[src/rtl/fp_pkg.sv]
// Shared fp24 definitions: format constants, op codes, operand classes and
// the pre-rounded operand record passed from the round stage to the packer.
package fp_pkg;

    localparam int FP24_W     = 24;
    localparam int FP24_EXP_W = 8;
    localparam int FP24_MAN_W = 15;

    localparam logic [FP24_EXP_W-1:0] FP24_EXP_MAX  = 8'hFF;
    localparam logic [FP24_MAN_W-1:0] FP24_QNAN_MAN = 15'h4000;

    // Op codes of the downstream unit; bit 2 turns ADD into SUB.
    typedef enum logic [1:0] {
        OP_ADD = 2'd0,
        OP_MAX = 2'd1,
        OP_MIN = 2'd2
    } fp_op_t;

    localparam int OP_SUB_BIT = 2;

    // ZERO also covers binary32 denormals, which are flushed.
    typedef enum logic [1:0] {
        ZERO = 2'd0,
        NORM = 2'd1,
        INF  = 2'd2,
        NAN  = 2'd3
    } fp_class_t;

    // Operand after mantissa rounding, before exponent carry handling.
    typedef struct packed {
        logic                  s;
        logic [FP24_EXP_W-1:0] e;
        logic [16:0]           sum17;
        fp_class_t             cls;
        logic                  inexact;
    } fp24_pre_t;

    // Packed fp24 operand plus its overflow flag.
    typedef struct packed {
        logic [FP24_W-1:0] f;
        logic              overflow;
    } fp24_res_t;

endpackage

[src/rtl/fp32_round_pre.sv]
// Combinational front half of the binary32 -> fp24 conversion: classifies the
// operand and rounds the 23-bit mantissa to 15 bits with round-to-nearest-even.
module fp32_round_pre
    import fp_pkg::*;
(
    input  logic [31:0] in_f,
    output fp24_pre_t   pre
);

    logic [14:0] keep;
    logic        guard;
    logic        sticky;
    logic        rup;

    assign keep   = in_f[22:8];
    assign guard  = in_f[7];
    assign sticky = |in_f[6:0];
    // Round up above the halfway point, or exactly at it when keep is odd.
    assign rup    = guard & (sticky | keep[0]);

    // Classify the operand and build the pre-rounded record.
    always_comb begin
        // NOTE: every field gets a default first so no path leaves a latch behind.
        pre         = '0;
        pre.s       = in_f[31];
        pre.e       = in_f[30:23];
        pre.sum17   = {2'b00, keep} + {16'h0000, rup};
        pre.cls     = NORM;
        pre.inexact = guard | sticky;
        if (in_f[30:23] == 8'h00) begin
            pre.cls     = ZERO;
            pre.inexact = |in_f[22:0];
        end else if (in_f[30:23] == 8'hFF) begin
            pre.cls     = (in_f[22:0] == 23'h0) ? INF : NAN;
            pre.inexact = 1'b0;
        end
    end

endmodule

[src/rtl/fp32_to_fp24_issue.sv]
// Operand issue stage: converts a binary32 operand pair to fp24 (RNE, denormals
// flushed) through a two-stage elastic pipeline ahead of the fp24 add/sub unit.
module fp32_to_fp24_issue
    import fp_pkg::*;
#(
    parameter int OP_W   = 4,
    parameter int FTZ_IN = 1
) (
    input  logic                 clk,
    input  logic                 rst,
    input  logic                 in_valid,
    output logic                 in_ready,
    input  logic [31:0]          in_a,
    input  logic [31:0]          in_b,
    input  logic [OP_W-1:0]      in_op,
    output logic                 out_valid,
    input  logic                 out_ready,
    output logic [FP24_W-1:0]    out_a,
    output logic [FP24_W-1:0]    out_b,
    output logic [OP_W-1:0]      out_op,
    output logic                 out_inexact,
    output logic                 out_overflow
);

    if (FTZ_IN != 1) begin : g_ftz_check
        $error("fp32_to_fp24_issue: only FTZ_IN = 1 is implemented");
    end

    // Stage 2 packing: resolves class and the rounding carry into the exponent.
    function automatic fp24_res_t finalize(input fp24_pre_t p);
        fp24_res_t  res;
        logic [8:0] e_inc;
        res   = '0;
        e_inc = {1'b0, p.e} + 9'd1;
        case (p.cls)
            ZERO: res.f = {p.s, 23'h0};
            INF:  res.f = {p.s, FP24_EXP_MAX, 15'h0};
            NAN:  res.f = {p.s, FP24_EXP_MAX, FP24_QNAN_MAN};
            default: begin
                if (p.sum17[16] | p.sum17[15]) begin
                    if (e_inc >= 9'd255) begin
                        res.f        = {p.s, FP24_EXP_MAX, 15'h0};
                        res.overflow = 1'b1;
                    end else begin
                        res.f = {p.s, e_inc[7:0], 15'h0};
                    end
                end else begin
                    res.f = {p.s, p.e, p.sum17[14:0]};
                end
            end
        endcase
        return res;
    endfunction

    fp24_pre_t       pre_a, pre_b;
    fp24_pre_t       s1_pre_a, s1_pre_b;
    logic [OP_W-1:0] s1_op;
    logic            s1_valid;
    logic            s1_adv;
    fp24_res_t       fin_a, fin_b;

    logic [FP24_W-1:0] s2_a, s2_b;
    logic [OP_W-1:0]   s2_op;
    logic              s2_inexact;
    logic              s2_overflow;
    logic              s2_valid;

    fp32_round_pre u_pre_a (.in_f(in_a), .pre(pre_a));
    fp32_round_pre u_pre_b (.in_f(in_b), .pre(pre_b));

    // A stage may load whenever its content is empty or moving on this cycle.
    assign s1_adv   = !s2_valid || out_ready;
    assign in_ready = !s1_valid || s1_adv;

    assign fin_a = finalize(s1_pre_a);
    assign fin_b = finalize(s1_pre_b);

    // Pipeline registers for both stages; data only loads on an actual transfer.
    always_ff @(posedge clk) begin
        if (rst) begin
            // NOTE: data registers are reset too, so out_* read as zero after reset
            // instead of leaking a discarded pair.
            s1_valid    <= 1'b0;
            s1_pre_a    <= '0;
            s1_pre_b    <= '0;
            s1_op       <= '0;
            s2_valid    <= 1'b0;
            s2_a        <= '0;
            s2_b        <= '0;
            s2_op       <= '0;
            s2_inexact  <= 1'b0;
            s2_overflow <= 1'b0;
        end else begin
            // NOTE: non-blocking so stage 2 sees stage 1's old value in the same edge.
            if (in_ready) begin
                s1_valid <= in_valid;
                if (in_valid) begin
                    s1_pre_a <= pre_a;
                    s1_pre_b <= pre_b;
                    s1_op    <= in_op;
                end
            end
            if (s1_adv) begin
                s2_valid <= s1_valid;
                if (s1_valid) begin
                    s2_a        <= fin_a.f;
                    s2_b        <= fin_b.f;
                    s2_op       <= s1_op;
                    s2_inexact  <= s1_pre_a.inexact | s1_pre_b.inexact;
                    s2_overflow <= fin_a.overflow | fin_b.overflow;
                end
            end
        end
    end

    assign out_valid    = s2_valid;
    assign out_a        = s2_a;
    assign out_b        = s2_b;
    assign out_op       = s2_op;
    assign out_inexact  = s2_inexact;
    assign out_overflow = s2_overflow;

endmodule

[config.mk]
export PLATFORM = sky130hd
export DESIGN_NAME = fp32_to_fp24_issue
export DESIGN_NICKNAME = d
export VERILOG_FILES = /design/src/rtl/fp_pkg.sv /design/src/rtl/fp32_round_pre.sv /design/src/rtl/fp32_to_fp24_issue.sv
export SDC_FILE = /design/constraint.sdc
export NUM_CORES = 1
export LEC_CHECK = 0
export CAP_MARGIN = 20
export CORE_MARGIN = 2
export CORE_UTILIZATION = 45
export CTS_CLUSTER_DIAMETER = 50
export DETAILED_ROUTE_END_ITERATION = 8
export GPL_TIMING_DRIVEN = 0
export MAX_ROUTING_LAYER = met4
export PLACE_DENSITY = 0.82
export SYNTH_ARGS = -nofsm -noshare
export SYNTH_HDL_FRONTEND = slang
export SYNTH_SLANG_ARGS = --single-unit
[constraint.sdc]
create_clock -name clk -period 1.8 [get_ports clk]
set_input_delay 0.18 -clock clk [delete_from_list [all_inputs] [get_ports clk]]
set_output_delay 0.18 -clock clk [all_outputs]
set_load 0.02 [all_outputs]
==> summary by stage <==
Finish
At the end of the flow the core is filled with cells to 70.5%. The library cell used most frequently in the layout, excluding fill and tap cells, is sky130_fd_sc_hd__dfxtp_1. The final net count is 910. The fraction of final layout cells sized beyond drive strength 1 is between 10% and 20%. Leaving out fill and tap cells, the most frequent cells in the layout are sky130_fd_sc_hd__dfxtp_1, sky130_fd_sc_hd__clkdlybuf4s50_1, sky130_fd_sc_hd__nand2_1, sky130_fd_sc_hd__nor2_1, sky130_fd_sc_hd__a21oi_1. The number of antenna diodes in the final layout is 0. The area growth from synthesis to layout is 51.9%.

Setup path
The critical path is of the reg -> reg type. The critical register-to-register path endpoint is out_b[15]. For flop-to-flop paths, the worst setup slack is -0.12 ns.

Of all nets on the critical path, the largest fanout is 5. STA classifies the critical path endpoint as a flip-flop. The path depth of the worst reg2reg path is 9.

STA puts the critical path data required time at approximately 2.1 ns. STA classifies the critical path startpoint as a flip-flop. The startpoint of the most critical register-to-register path is s1_pre_b[20]. The signal arrival time at the worst endpoint is between 2 and 2.5 ns.

Power and ir drop
In this run the static leakage power is about 0.0030 uW. IR analysis of the VDD net gives a maximum drop of ~0.00058 V. For this design the ratio of total power to cell area is approximately 900 nW/um2.

CTS
In this run the clock root is driven by a sky130_fd_sc_hd__clkbuf_16. The cts-stage hold buffer count is 0. Clock latency on the worst-skew pair, taken at its later pin, is about 0.42 ns. For this design, the sink count on the clock tree is between 100 and 150. TritonCTS built the clock tree. The clock input transition at the sequential cells of the worst setup and hold paths is roughly 0.06 ns. The maximum buffer depth of the clock tree is 2.

The H-tree depth is 4. The total CTS buffers is 17.

Place
The worst slack after detailed placement is -0.660 ns. The count of buffers added on input and output ports is between 100 and 150. Detailed placement ended at an HPWL of around 12,000 um. The final weighted congestion of routability-driven global placement is 0.918.

Floorplanning
The full die area is between 10,000 and 15,000 um2. The initial utilization of the core area, before any placement, comes to between 40% and 50%. The die span in x is 113 um. The die is 113 um tall.

After floorplanning, the core was divided into 39 placement rows. In this run the standard cell core region covers 11,500 um2. The I/O pin count is 128.

Synthesis
After synthesis the cells add up to 5320 um2. Yosys printed 0 warnings. After synthesis, flip-flops and latches occupy between 40 and 50% of the total area.

The post-synthesis async set-or-reset flop share is 0%. Counting every net in the synthesized netlist gives 741. The distinct cell type count after synthesis is 47.

Dividing the synthesized area by the synthesized cell count gives 8.05 um2. The cell count after synthesis is between 600 and 700. In this run the biggest area consumer among cell types represents between 40% and 50% of the synthesized area. For this run, the leading register cell type out of synthesis is sky130_fd_sc_hd__dfxtp_1. The number of synthesized register bits is about 120.

Summed over all instances, the cell type with the most area after synthesis is sky130_fd_sc_hd__dfxtp_1. Ranked by total cell area, the synthesized netlist is headed by sky130_fd_sc_hd__dfxtp_1, sky130_fd_sc_hd__nand2_1, sky130_fd_sc_hd__nor2_1. The number of enable-type register cells in the synthesized netlist is 0.

Min path
The hold path startpoint is in_a[18]. The endpoint of the worst hold path is s1_pre_a[13]. The class of the tightest hold or removal check is in -> reg. Counting instances, the worst hold path has a depth of 3.

Global route
The overall overflow remaining after global route is 0. The via count of the first global-routing pass is ~5,700. Entering global routing, the biggest net connects 17 pins. Global routing consumed, over all layers together, around 28% of the routing resources. The first-pass GRT wire length is roughly 28,000 um. The initial antenna violation count is 0.

Timing
The post-route clock period utilization is 107%. The final number of hold-violating endpoints is 0. The setup total negative slack is -0.494 ns.

The final setup slack of the worst path is -0.121 ns. After layout, the minimum clock period comes to 1.92 ns. The maximum clock rate is 521 MHz. Setup repair after global routing could not meet its margin everywhere.

The worst slack on hold paths is just over 0.2 ns. Setup violations remaining at the end of the flow were counted as 5. On the final layout, the worst clock skew is approximately 0.007 ns. For the pin with the worst max-slew slack, the measured transition is approximately 0.76 ns. The final max-slew violation count is 0. The worst pin sits at a relative slew slack of approximately 49%.

Detailed routing
The number of nets still failing antenna checks after routing is 0. In the routed design, unresolved DRC markers number 0. The detailed-route wire length is roughly 19,000 um. Using the TritonRoute via totals, the vias-per-cell ratio works out to around 6. The count of TritonRoute iterations in the first routing pass is 5. The final routed wire length divided by cell count is 19.0 um. For this block, the initial DRC count from the detailed router was 427. The overall via count from detail_route is 5,938.

Run status
The checks that failed: setup timing. The flow ran to the end, but the final reports show violations.

Flow run
Max-cap violations in this run came to 0.
worst max path at each step:
stage	end	cells after the start	startpoint
after global routing	s1_pre_b[17]	8	in_b[7]
after detailed placement	out_b[11]	9	out_ready
after global placement	out_b[6]	9	out_ready
after CTS	out_a[16]	9	s1_pre_a[20]
after floorplan	out_a[16]	8	s1_pre_a[20]
final	out_b[15]	9	s1_pre_b[20]
cells by family after synthesis:
family / after synthesis / share of synthesized area (%)
and+or+nand+nor: 291 / 24.9
AOI/OAI and AO/OA: 160 / 19.9
DFF: 116 / 43.6
buffers and inverters: 55 / 4.33
xor gates and xnor gates: 28 / 4.75
adders and majority gates: 8 / 1.88
muxes: 3 / 0.588
registers in the layout (all words and copies together) (netlist names):
name / count
out_op: 4
out_inexact: 1
out_valid: 1
s1_pre_b: 28
out_b: 24
s1_op: 4
out_overflow: 1
s1_valid: 1
out_a: 24
s1_pre_a: 28
through the flow:
step	instances	instance area, um2	total power (uW)
6_report	985	8080	7330
2_1_floorplan	661	5330	3210
3_3_place_gp	930	6770	3600
4_1_cts	976	7670	7240
5_1_grt	985	8080	7520
3_5_place_dp	930	6770	3620
worst max-delay path: stages (launching register included):
cell                        delay, ns
sky130_fd_sc_hd__dfxtp_4         0.38
sky130_fd_sc_hd__inv_2           0.05
sky130_fd_sc_hd__ha_4            0.23
sky130_fd_sc_hd__nor2_4          0.10
sky130_fd_sc_hd__o2111ai_2       0.15
sky130_fd_sc_hd__a21o_1          0.21
sky130_fd_sc_hd__a32oi_4         0.25
sky130_fd_sc_hd__buf_4           0.18
sky130_fd_sc_hd__o21ai_2         0.08
sky130_fd_sc_hd__a211oi_2        0.19
cell usage after synthesis (all sizes together), types with 5 or more instances:
| cell | number |
|---|---|
| nor2b | 5 |
| a211oi | 36 |
| a22oi | 30 |
| a21o | 6 |
| xor2 | 17 |
| ha | 8 |
| dfxtp | 116 |
| buf | 17 |
| and2 | 6 |
| o21ai | 13 |
| and3 | 9 |
| o211ai | 6 |
| nor2 | 94 |
| nand2 | 95 |
| xnor2 | 11 |
| a21oi | 51 |
| nor4 | 12 |
| nand4 | 18 |
| inv | 8 |
| clkbuf | 30 |
| nor3 | 19 |
| nand3 | 19 |
routing by layer:
metal  vias up  track usage (%)  part of all wire, %
li1       2695                -                    -
met4         0             12.2                  3.8
met2       325             46.8                   49
met1      2846             33.2                   38
met5         -                -                    0
met3        72             5.84                  8.7
power breakdown:
part | internal, uW | total, uW | switching, uW
clock | 2450 | 3620 | 1170
sequential | 2690 | 2790 | 94.2
combinational | 413 | 922 | 510
final cells by class:
class	instances	area (um2)
fillers	819	3380
multi-input cells	490	3130
flip-flops and latches	116	2340
repair buffers	151	1510
clock buffers	23	488
plain buffers	46	260
well taps	143	179
clock inverters	8	148
inverters	8	30.0
repair_timing:
| action | in CTS | in global routing |
|---|---|---|
| resized for setup | 43 | 95 |
| setup buffers | 15 | 10 |
| cloned | 0 | 1 |
| pin swaps | 28 | 31 |
| hold endpoints to repair | 0 | 0 |
| endpoints found under the setup margin | 74 | 83 |
Note: power is estimated with default switching activity, not from simulation.
